===== src/rtl/pipe_ctrl_unit.sv =====
// Pipeline control unit: per-stage valid/advance handshaking, load-use
// interlock, branch redirect flush, operand forwarding selection and
// stall/flush performance counters for an in-order pipeline.
module pipe_ctrl_unit #(
    parameter int unsigned NUM_STAGES = 5,
    parameter int unsigned EXE_IDX    = 2,
    parameter int unsigned REG_ADDR_W = 5,
    parameter int unsigned CNT_W      = 32
) (
    input  logic                  clk,
    input  logic                  rst_n,
    input  logic                  fet_valid,
    input  logic [NUM_STAGES-1:0] stage_busy,
    input  logic [REG_ADDR_W-1:0] dec_rs1,
    input  logic [REG_ADDR_W-1:0] dec_rs2,
    input  logic                  dec_rs1_used,
    input  logic                  dec_rs2_used,
    input  logic [REG_ADDR_W-1:0] dec_rd,
    input  logic                  dec_rd_we,
    input  logic                  dec_is_load,
    input  logic                  redirect,
    output logic [NUM_STAGES-1:0] stage_valid,
    output logic [NUM_STAGES-1:0] stage_adv,
    output logic [NUM_STAGES-1:0] flush,
    output logic                  pc_write_en,
    output logic                  hazard_stall,
    output logic [2:0]            fwd_rs1_sel,
    output logic [2:0]            fwd_rs2_sel,
    output logic [CNT_W-1:0]      stall_cnt,
    output logic [CNT_W-1:0]      flush_cnt
);

    localparam int unsigned NS    = NUM_STAGES;
    localparam int unsigned EX    = EXE_IDX;
    localparam int unsigned SEL_W = 3;

    // Occupancy of stages 1..NS-1; stage 0 occupancy is fet_valid itself
    logic [NS-1:1]         valid_q;
    logic [NS-1:1]         valid_d;

    // Destination scoreboard for the result-producing stages
    logic [REG_ADDR_W-1:0] sb_rd_q [EX:NS-1];
    logic [REG_ADDR_W-1:0] sb_rd_d [EX:NS-1];
    logic [NS-1:EX]        sb_we_q;
    logic [NS-1:EX]        sb_we_d;
    logic [NS-1:EX]        sb_ld_q;
    logic [NS-1:EX]        sb_ld_d;

    logic [CNT_W-1:0]      stall_cnt_q;
    logic [CNT_W-1:0]      stall_cnt_d;
    logic [CNT_W-1:0]      flush_cnt_q;
    logic [CNT_W-1:0]      flush_cnt_d;

    // can_acc[NS] stands for the retire port, which always accepts
    logic [NS:1]           can_acc;
    logic [NS-1:0]         adv_raw;
    logic [NS-1:0]         flush_c;
    logic [NS-1:EX]        fwd_cand;
    logic                  hazard_c;
    logic                  redirect_taken;
    logic                  rs1_hit;
    logic                  rs2_hit;
    logic [REG_ADDR_W-1:0] exe_rd;

    assign stage_valid = {valid_q, fet_valid};

    // Load-use interlock against the instruction currently in EXE
    assign exe_rd   = sb_rd_q[EX];
    assign rs1_hit  = dec_rs1_used & (dec_rs1 == exe_rd);
    assign rs2_hit  = dec_rs2_used & (dec_rs2 == exe_rd);
    assign hazard_c = stage_valid[1] & stage_valid[EX] & sb_ld_q[EX] & sb_we_q[EX]
                    & (exe_rd != '0) & (rs1_hit | rs2_hit);

    // Back-pressure chain resolved from the last stage toward fetch
    always_comb begin
        can_acc     = '0;
        adv_raw     = '0;
        can_acc[NS] = 1'b1;
        for (int i = int'(NS) - 1; i >= 1; i--) begin
            adv_raw[i] = stage_valid[i] & ~stage_busy[i] & can_acc[i+1];
            if (i == 1) begin
                adv_raw[i] = adv_raw[i] & ~hazard_c;
            end
            can_acc[i] = ~stage_valid[i] | adv_raw[i];
        end
        adv_raw[0] = fet_valid & ~stage_busy[0] & can_acc[1];
    end

    // A branch only resolves once its own instruction actually leaves EXE
    assign redirect_taken = redirect & stage_valid[EX] & adv_raw[EX];

    // Kill every younger stage in front of EXE on a taken redirect
    always_comb begin
        flush_c = '0;
        for (int i = 0; i < int'(EX); i++) begin
            flush_c[i] = redirect_taken;
        end
    end

    assign flush        = flush_c;
    assign stage_adv    = adv_raw & ~flush_c;
    assign hazard_stall = hazard_c;
    assign pc_write_en  = redirect_taken
                        | (fet_valid & ~stage_busy[0] & can_acc[1] & ~hazard_c);

    // Occupancy update: flushed slots empty, accepting slots take the upstream advance
    always_comb begin
        valid_d = valid_q;
        for (int i = 1; i < int'(NS); i++) begin
            if (flush_c[i]) begin
                valid_d[i] = 1'b0;
            end else if (can_acc[i]) begin
                valid_d[i] = stage_adv[i-1];
            end
        end
    end

    // Scoreboard shift; a bubble entering any slot carries rd_we = 0
    always_comb begin
        sb_rd_d = sb_rd_q;
        sb_we_d = sb_we_q;
        sb_ld_d = sb_ld_q;
        if (can_acc[EX]) begin
            sb_rd_d[EX] = dec_rd;
            sb_we_d[EX] = stage_adv[EX-1] & dec_rd_we;
            sb_ld_d[EX] = dec_is_load;
        end
        for (int k = int'(EX) + 1; k < int'(NS); k++) begin
            if (can_acc[k]) begin
                sb_rd_d[k] = sb_rd_q[k-1];
                sb_we_d[k] = stage_adv[k-1] & sb_we_q[k-1];
                sb_ld_d[k] = sb_ld_q[k-1];
            end
        end
    end

    // Stages able to supply a result; a load still in EXE has no data yet
    always_comb begin
        fwd_cand = '0;
        for (int k = int'(EX); k < int'(NS); k++) begin
            fwd_cand[k] = stage_valid[k] & sb_we_q[k] & (sb_rd_q[k] != '0)
                        & ~((k == int'(EX)) & sb_ld_q[k]);
        end
    end

    // Youngest matching producer wins, scanning old-to-young so the lowest index is kept
    always_comb begin
        fwd_rs1_sel = '0;
        fwd_rs2_sel = '0;
        for (int k = int'(NS) - 1; k >= int'(EX); k--) begin
            if (fwd_cand[k] && (sb_rd_q[k] == dec_rs1)) begin
                fwd_rs1_sel = SEL_W'(k);
            end
            if (fwd_cand[k] && (sb_rd_q[k] == dec_rs2)) begin
                fwd_rs2_sel = SEL_W'(k);
            end
        end
    end

    // Saturating event counters
    always_comb begin
        stall_cnt_d = stall_cnt_q;
        flush_cnt_d = flush_cnt_q;
        if (hazard_c && (stall_cnt_q != '1)) begin
            stall_cnt_d = stall_cnt_q + CNT_W'(1);
        end
        if (redirect_taken && (flush_cnt_q != '1)) begin
            flush_cnt_d = flush_cnt_q + CNT_W'(1);
        end
    end

    assign stall_cnt = stall_cnt_q;
    assign flush_cnt = flush_cnt_q;

    // State registers; reset drops all in-flight instructions at once
    always_ff @(posedge clk or negedge rst_n) begin
        if (!rst_n) begin
            valid_q     <= '0;
            sb_we_q     <= '0;
            sb_ld_q     <= '0;
            stall_cnt_q <= '0;
            flush_cnt_q <= '0;
            for (int k = int'(EX); k < int'(NS); k++) begin
                sb_rd_q[k] <= '0;
            end
        end else begin
            valid_q     <= valid_d;
            sb_rd_q     <= sb_rd_d;
            sb_we_q     <= sb_we_d;
            sb_ld_q     <= sb_ld_d;
            stall_cnt_q <= stall_cnt_d;
            flush_cnt_q <= flush_cnt_d;
        end
    end

endmodule


===== config.mk =====
export PLATFORM = sky130hd
export DESIGN_NAME = pipe_ctrl_unit
export DESIGN_NICKNAME = d
export VERILOG_FILES = /design/src/rtl/pipe_ctrl_unit.sv
export SDC_FILE = /design/constraint.sdc
export NUM_CORES = 1
export LEC_CHECK = 0
export ABC_AREA = 1
export ABC_CLOCK_PERIOD_IN_PS = 2400
export CAP_MARGIN = 20
export CORE_AREA = 2 2 121 123
export CTS_BUF_LIST = sky130_fd_sc_hd__clkbuf_8
export CTS_CLUSTER_DIAMETER = 120
export DETAILED_ROUTE_END_ITERATION = 12
export DIE_AREA = 0 0 123 125
export PLACE_DENSITY = 0.71
export SLEW_MARGIN = 30
export SYNTH_ARGS = -nofsm -noshare
export SYNTH_HDL_FRONTEND = slang
export SYNTH_SLANG_ARGS = --single-unit

===== constraint.sdc =====
create_clock -name clk -period 2.4 [get_ports clk]
set_input_delay 0.24 -clock clk [delete_from_list [all_inputs] [get_ports clk]]
set_output_delay 0.24 -clock clk [all_outputs]
set_load 0.1 [all_outputs]

==> results of run 1 <==
-- flip-flops by register name, summed over array words and instances, names as in the netlist --
signal     count
exe_rd         5
sb_we_q        3
flush_cnt     32
stall_cnt     32
sb_ld_q        1
valid_q        4
sb_rd_q       10
-- metrics by stage --
stage / utilization [%] / std cells / area (µm²) / setup slack, ns
after floorplan: - / 774 / 5660 / -0.205
after global placement: 48.5 / 1058 / 6890 / 0.134
after detailed placement: 48.5 / 1058 / 6890 / 0.125
after CTS: 50.0 / 1075 / 7110 / 0.000974
after global routing: 50.4 / 1077 / 7160 / -0.0198
final: 50.4 / 1077 / 7160 / 0.111
-- timing repair --
item	CTS	global route
pin swaps	0	4
setup endpoints to repair	2	12
gates resized for setup	2	9
buffers inserted	0	2
gates cloned	0	0
hold endpoints to repair	38	0
hold buffers	1	0
-- worst max-delay path, stage by stage (launching register included) --
cell	delay [ns]
dfrtp_4	0.50
nand2_4	0.08
nand3_4	0.09
nand2_4	0.09
nand2_4	0.07
clkinvlp_4	0.11
nor2_2	0.05
nor2_1	0.13
nand2_2	0.08
nand2_2	0.09
nand2_4	0.07
nor2_4	0.13
buf_12	0.18
-- layer usage --
metal | vias up | part of all wire (%) | GRT usage [%]
met3 | 20 | 4.9 | 3.24
li1 | 2646 | - | -
met2 | 134 | 47 | 32.6
met5 | - | 0 | 0
met4 | 0 | 1.6 | 7.02
met1 | 2457 | 46 | 28.4
-- path summary, 6_finish.rpt --
kind,start,endpoint,slack [ns],cells past startpoint
max,valid_q[4]$_DFFE_PN0N_,stage_adv[0],0.11,12
min,dec_rd_we,sb_we_q[2]$_DFFE_PN0N_,0.39,3
max reg2reg,flush_cnt[0]$_DFFE_PN0P_,flush_cnt[31]$_DFFE_PN0P_,0.32,10
min reg2reg,sb_we_q[2]$_DFFE_PN0N_,sb_we_q[3]$_DFFE_PN0N_,0.49,2
max in group asynchronous,rst_n,flush_cnt[9]$_DFFE_PN0P_,1.32,3
min in group asynchronous,rst_n,sb_rd_q[4]$_DFFE_PN0N_,0.40,2
-- kinds of logic (layout without fill, tap and decap cells) --
logic type               Yosys count  after routing  synth area share (%)
AO/OA/AOI/OAI                     40             40                  4.17
adder cells (fa/ha/maj)            2              2                 0.450
other                              1              3                0.0675
XOR/XNOR                          75             75                  11.8
buffers and inverters            102            221                  8.51
multiplexers                       1              1                 0.203
flip-flops                        87             87                  39.2
AND/OR/NAND/NOR                  464            464                  35.6
-- final cells by class --
type / count / area, µm² / area share, %
sequential: 87 / 2190 / 30.6
inverter: 80 / 307 / 4.28
timing repair buffer: 125 / 1190 / 16.7
clock buffer: 11 / 151 / 2.11
multi-input combinational: 585 / 3040 / 42.4
tap: 184 / 230 / 3.21
clock inverter: 5 / 50.0 / 0.699
-- synth_stat cells (2+ instances only) --
| cell | number |
|---|---|
| nand2_1 | 262 |
| xnor2_1 | 23 |
| nand4_1 | 18 |
| inv_1 | 76 |
| xor2_1 | 52 |
| a21oi_1 | 4 |
| inv_2 | 3 |
| o21ai_2 | 7 |
| nor2_4 | 2 |
| ha_1 | 2 |
| nor3_1 | 39 |
| nand2_4 | 2 |
| nand2_2 | 3 |
| o21ai_0 | 26 |
| clkbuf_1 | 2 |
| buf_2 | 4 |
| dfrtp_1 | 87 |
| nor3b_1 | 2 |
| nand3_1 | 46 |
| buf_6 | 6 |
| nor2_1 | 84 |
| buf_4 | 10 |
-- power groups by stage --
stage                     registers (µW)  logic [µW]  clock network, µW
after floorplan                     2890        1190                  0
after global placement              2130        2660                  0
after detailed placement            2130        2680                  0
after CTS                           2100        2690               1090
after global routing                2160        2900               1160
final                               2120        2710               1060
==> summary.md, run 1 <==
| Metric | Value |
|---|---|
| DRT Pass-1 Iters | `4` |
| Worst path required time | `approximately 2.2 ns` |
| Post-synth top area share | `about two fifths` |
| H-tree depth reported by CTS | `3` |
| Switching power total | `between 2000 and 3000 µW` |
| Die X | `between 100 and 150 µm` |
| Max transition margin | `between 60% and 70%` |
| Seq/Total Area, Yosys | `between 30% and 40%` |
| Final min period | `approximately 2.3 ns` |
| TritonCTS buffer count | `9` |
| Starting Density | `about two fifths` |
| Layout cells sized above 1 | `18.0%` |
| Global route overflow | `0` |
| Predominant post-synthesis flop cell | `dfrtp_1` |
| Power Total | `~5900 µW` |
| MaxCap Viol Count | `0` |
| Antenna viol nets, final | `0` |
| Cell leakage power | `between 0.003 and 0.004 µW` |
| Most common cell after layout, fill and taps aside | `nand2_1` |
| Status | `complete, no violations` |
| Most frequent cells in the layout | `257 x nand2_1, 83 x buf_4, 80 x dfrtp_1` |
| Worst-skew pair later-pin latency | `0.37 ns` |
| Pin slew with the least headroom to its limit | `between 0.5 and 0.6 ns` |
| Clk slew on worst S/H paths | `about 0.090 ns` |
| Port bufs | `111` |
| Largest net degree at the start of global routing | `between 40 and 50` |
| Vias per cell | `around 5` |
| FP Rows | `44` |
| Setup violators final | `0` |
| Nets | `between 900 and 1000` |
| Synth async-reset ratio | `100%` |
| Top post-synthesis cells by area | `dfrtp_1 39%, nand2_1 18%, xor2_1 8.2%` |
| Worst setup path class | `reg -> out` |
| Net Sw Frac | `a little under 50%` |
| Reg power frac | `around 36%` |
| #FFs+latches synth | `between 80 and 90` |
| Mapped Area | `between 5000 and 6000 µm²` |
| Die Y | `125 µm` |
| Synth warn | `0` |
| Area of the core | `~14000 µm²` |
| Antenna violations before repair | `0` |
| Fill cells | `between 1000 and 1500` |
| Final Hold Viols | `0` |
| Clock group share of total power | `between 10% and 20%` |
| Clock root cell | `clkbuf_8` |
| Fin. max-slew vios | `0` |
| Cell taking the most area after synthesis | `dfrtp_1` |
| First-pass GRT wire length | `between 20 and 25 mm` |
| Worst hold margin | `between 0.3 and 0.4 ns` |
| Syn avg cell area | `7.20 µm²` |
| Gate Count Post-Synth | `approximately 770` |
| F_max | `between 400 and 500 MHz` |
| DR WL/cell | `about 14 µm` |
| HPWL Detailed | `between 10 and 15 mm` |
| Max Clock Skew | `0.0107 ns` |
| Clock sinks | `87` |
| Yosys cell types | `34` |
| VDD IR max | `0.000771 V` |
| Area grow syn2layout | `28.9%` |
| Setup TNS | `0 ns` |
| PwrDens | `around 820 nW/µm²` |
| Die footprint | `about 15000 µm²` |
| Clk buf depth | `2` |
| Critical path endpoint category | `primary output` |
| RePlAce Congestion | `around 0.9` |
| Total wire length | `roughly 15 mm` |
| Vias in the first global route | `about 5000` |
| TritonCTS clock tree | `built` |
| Hold WC Path Type | `in -> reg` |
| N_diodes | `0` |
| Internal Power | `between 3000 and 4000 µW` |
| Tcrit/Tclk final | `around 95%` |
| Crit-path max FO | `4` |
| DR iter-0 viols | `~400` |
| WP data arrival | `2.05 ns` |
| Total GRT Usage | `approximately a fifth` |
| # IOs | `~120` |
| Startpoint types | `flip-flop` |
| Combinational power share | `46.0%` |
| Residual DRC | `0` |
| Number of synthesized flops with an enable pin | `0` |
| Vias post-DR | `approximately 5300` |
Power figures use the tool's default switching activity.
==> inputs of run 2 (changes only) <==
Settings changed: TNS_END_PERCENT set to 10.
==> summary.md, run 2 (synthesis gave the netlist of run 1 again) <==
| Metric | Value |
|---|---|
| First-pass GRT wire length | `24.7 mm (-0.94%)` |
| Worst-skew pair later-pin latency | `0.38 ns (about the same)` |
| Cell depth of the worst flop-to-flop path | `8 (-2)` |
| N_diodes | `0 (unchanged)` |
| Internal Power | `3020 µW (-0.39%)` |
| Slowest stage cell, crit path | `dfrtp_4` |
| Met1 Usage GRT | `28.4% (-0.071 points)` |
| DRT Pass-1 Iters | `5 (+1)` |
| Residual DRC | `0 (unchanged)` |
| Antenna viol nets, final | `0 (unchanged)` |
| FP Rows | `44 (unchanged)` |
| Worst setup path class | `reg -> out` |
| DR WL/cell | `14.1 µm (-0.23%)` |
| GR Layer Usage met2 | `32.0% (-0.62 points)` |
| Vias in the first global route | `4868 (-2.2%)` |
| Area grow syn2layout | `29.0% (about the same)` |
| Die X | `123 µm (unchanged)` |
| Most common cell after layout, fill and taps aside | `nand2_1` |
| Pin slew with the least headroom to its limit | `0.543 ns (-0.0238 ns)` |
| Combinational power share | `46.5% (+0.5 points)` |
| Max transition margin | `63.7% (+1.6 points)` |
| Max Clock Skew | `0.0173 ns (+0.00658 ns)` |
| Fin. max-slew vios | `0 (unchanged)` |
| Multi-input logic area | `3040 µm² (+0.16%)` |
| Largest net degree at the start of global routing | `41 (unchanged)` |
| PwrDens | `825 nW/µm² (+0.32%)` |
| Status | `complete, no violations` |
| DR iter-0 viols | `377 (-5.3%)` |
| F_max | `443 MHz (+1.3%)` |
| Starting Density | `39.1% (unchanged)` |
| Layout cells sized above 1 | `17.5% (-0.49 points)` |
| Crit-path max FO | `5 (+1)` |
| Clk buf depth | `2 (unchanged)` |
| GRT met3 Usage | `3.60% (+0.36 points)` |
| Net Sw Frac | `48.9% (+0.40 points)` |
| Clock group share of total power | `17.8% (-0.2 points)` |
| Die footprint | `15400 µm² (unchanged)` |
| GR peak layer | `met2` |
| Clock sinks | `87 (unchanged)` |
| Total GRT Usage | `20.4% (-0.15 points)` |
| Critical-path cell list | `nand2_4 -> nand3_4 -> nand2_4 -> nand2_4 -> clkinvlp_4 -> nor2_2 -> nor2_2 -> nand2_2 -> nand2_4 -> nand2_4 -> nor2_4 -> buf_12` |
| RR Startpoint | `stall_cnt[0]$_DFFE_PN0P_` |
| RePlAce Congestion | `0.908 (-1.5%)` |
| Worst R2R End | `stall_cnt[13]$_DFFE_PN0P_` |
| Area of the core | `14200 µm² (unchanged)` |
| Startpoint types | `flip-flop` |
| Final Hold Viols | `0 (unchanged)` |
| RSZ-0062 raised after global routing | `yes` |
| Most frequent cells in the layout | `257 x nand2_1, 85 x buf_4, 84 x dfrtp_1` |
| Clk slew on worst S/H paths | `0.10 ns (about the same)` |
| Final min period | `2.26 ns (-0.0300 ns)` |
| HPWL Detailed | `11.7 mm (-0.70%)` |
| # IOs | `115 (unchanged)` |
| Worst hold margin | `0.362 ns (-0.0326 ns)` |
| H-tree depth reported by CTS | `3 (unchanged)` |
| FF/Latch Area | `2190 µm² (-0.23%)` |
| Critical Path Sink | `stage_adv[0]` |
| Die Y | `125 µm (unchanged)` |
| Clock root cell | `clkbuf_8` |
| Tcrit/Tclk final | `94.1% (-1.3 points)` |
| Switching power total | `2890 µW (+1.2%)` |
| Global route overflow | `0 (unchanged)` |
| Vias post-DR | `5244 (-0.25%)` |
| Max incr delay on CP | `0.52 ns (+0.02 ns)` |
| CP most frequent cell | `nand2_4` |
| Critical path endpoint category | `primary output` |
| Vias per cell | `4.86 (-0.43%)` |
| MaxCap Viol Count | `0 (unchanged)` |
| Setup crit start | `valid_q[4]$_DFFE_PN0N_` |
| Hold WC Path Type | `in -> async` |
| Reg power frac | `35.8% (-0.2 points)` |
| Cell leakage power | `0.00348 µW (+0.46%)` |
| Reg2Reg Setup Slack | `0.26 ns (-0.06 ns)` |
| Setup violators final | `0 (unchanged)` |
| TritonCTS clock tree | `built` |
| Antenna violations before repair | `0 (unchanged)` |
| WP data arrival | `2.02 ns (-0.03 ns)` |
| VDD IR max | `0.000785 V (+1.8%)` |
| Port bufs | `111 (unchanged)` |
| Total wire length | `15.2 mm (about the same)` |
| Fill cells | `1387 (-2.3%)` |
| TritonCTS buffer count | `9 (unchanged)` |
| Worst path required time | `2.16 ns (about the same)` |
| Power Total | `5910 µW (+0.39%)` |
| Nets | `920 (+0.22%)` |
-- run 2: cell count changes in the layout (fill, tap and decap cells not counted), sizes merged --
cell	change
clkbuf	-1
buf	+2
inv	+1
-- run 2: final cells by class --
class                   count  share of cell area (%)
multi-input cells         585                    42.4
flip-flops and latches     87                    30.5
repair buffers            127                    16.9
inverters                  80                    4.28
well taps                 184                    3.21
clock buffers              10                    1.92
clock inverters             6                   0.751
-- run 2: metal layers --
| layer | share of wire (%) | wire, µm | vias up |
|---|---|---|---|
| met5 | 0 | 0 | - |
| met2 | 47 | 7170 | 134 |
| met1 | 47 | 7080 | 2437 |
| met3 | 4.8 | 734 | 19 |
| li1 | - | - | 2654 |
| met4 | 1.6 | 239 | 0 |
-- run 2: power groups by stage --
stage	clock, µW	combinational [µW]	sequential [µW]
after global placement	0	2650	2120
final	1050	2750	2110
after detailed placement	0	2680	2120
after CTS	1070	2690	2100
after global routing	1130	2950	2150
after floorplan	0	1190	2880
-- run 2: worst min-delay path by stage --
stage / startpoint / to / slack, ns
floorplan: rst_n / exe_rd[0]$_DFFE_PN0N_ / -0.06
global placement: rst_n / stall_cnt[4]$_DFFE_PN0P_ / 0.24
detailed placement: rst_n / stall_cnt[4]$_DFFE_PN0P_ / 0.24
CTS: rst_n / stall_cnt[4]$_DFFE_PN0P_ / 0.36
global route: rst_n / stall_cnt[4]$_DFFE_PN0P_ / 0.39
finish: rst_n / stall_cnt[4]$_DFFE_PN0P_ / 0.36
-- run 2: critical path, delay by kind of cell, from the launching register on --
kind / cells / cell delay, ns
simple gates: 10 / 0.83
buf+inv: 2 / 0.29
flops: 1 / 0.52
-- run 2: stage by stage --
stage / TNS, ns / instance area (µm²) / setup WS (ns) / cells / util, %
after CTS: 0 / 7090 / 0.00601 / 1075 / 49.9
after detailed placement: 0 / 6880 / 0.116 / 1058 / 48.5
after global routing: -0.00101 / 7170 / -0.00101 / 1079 / 50.5
after floorplan: -0.784 / 5660 / -0.205 / 774 / -
after global placement: 0 / 6880 / 0.150 / 1058 / 48.5
final: 0 / 7170 / 0.141 / 1079 / 50.5
-- run 2: repair_timing --
action                                 4_1_cts  5_1_grt
gates cloned                                 0        0
gates resized for setup                      2        9
setup endpoints to repair                    2        7
hold buffers                                 1        0
endpoints found under the hold margin       33        0
buffers inserted                             0        4
pin swaps                                    0        4
==> inputs of run 3 (changes only) <==
Settings changed: CTS_CLUSTER_DIAMETER 120 to unset.
==> results of run 3 <==
Final layout, timing and power as in run 2 (identical DEF).
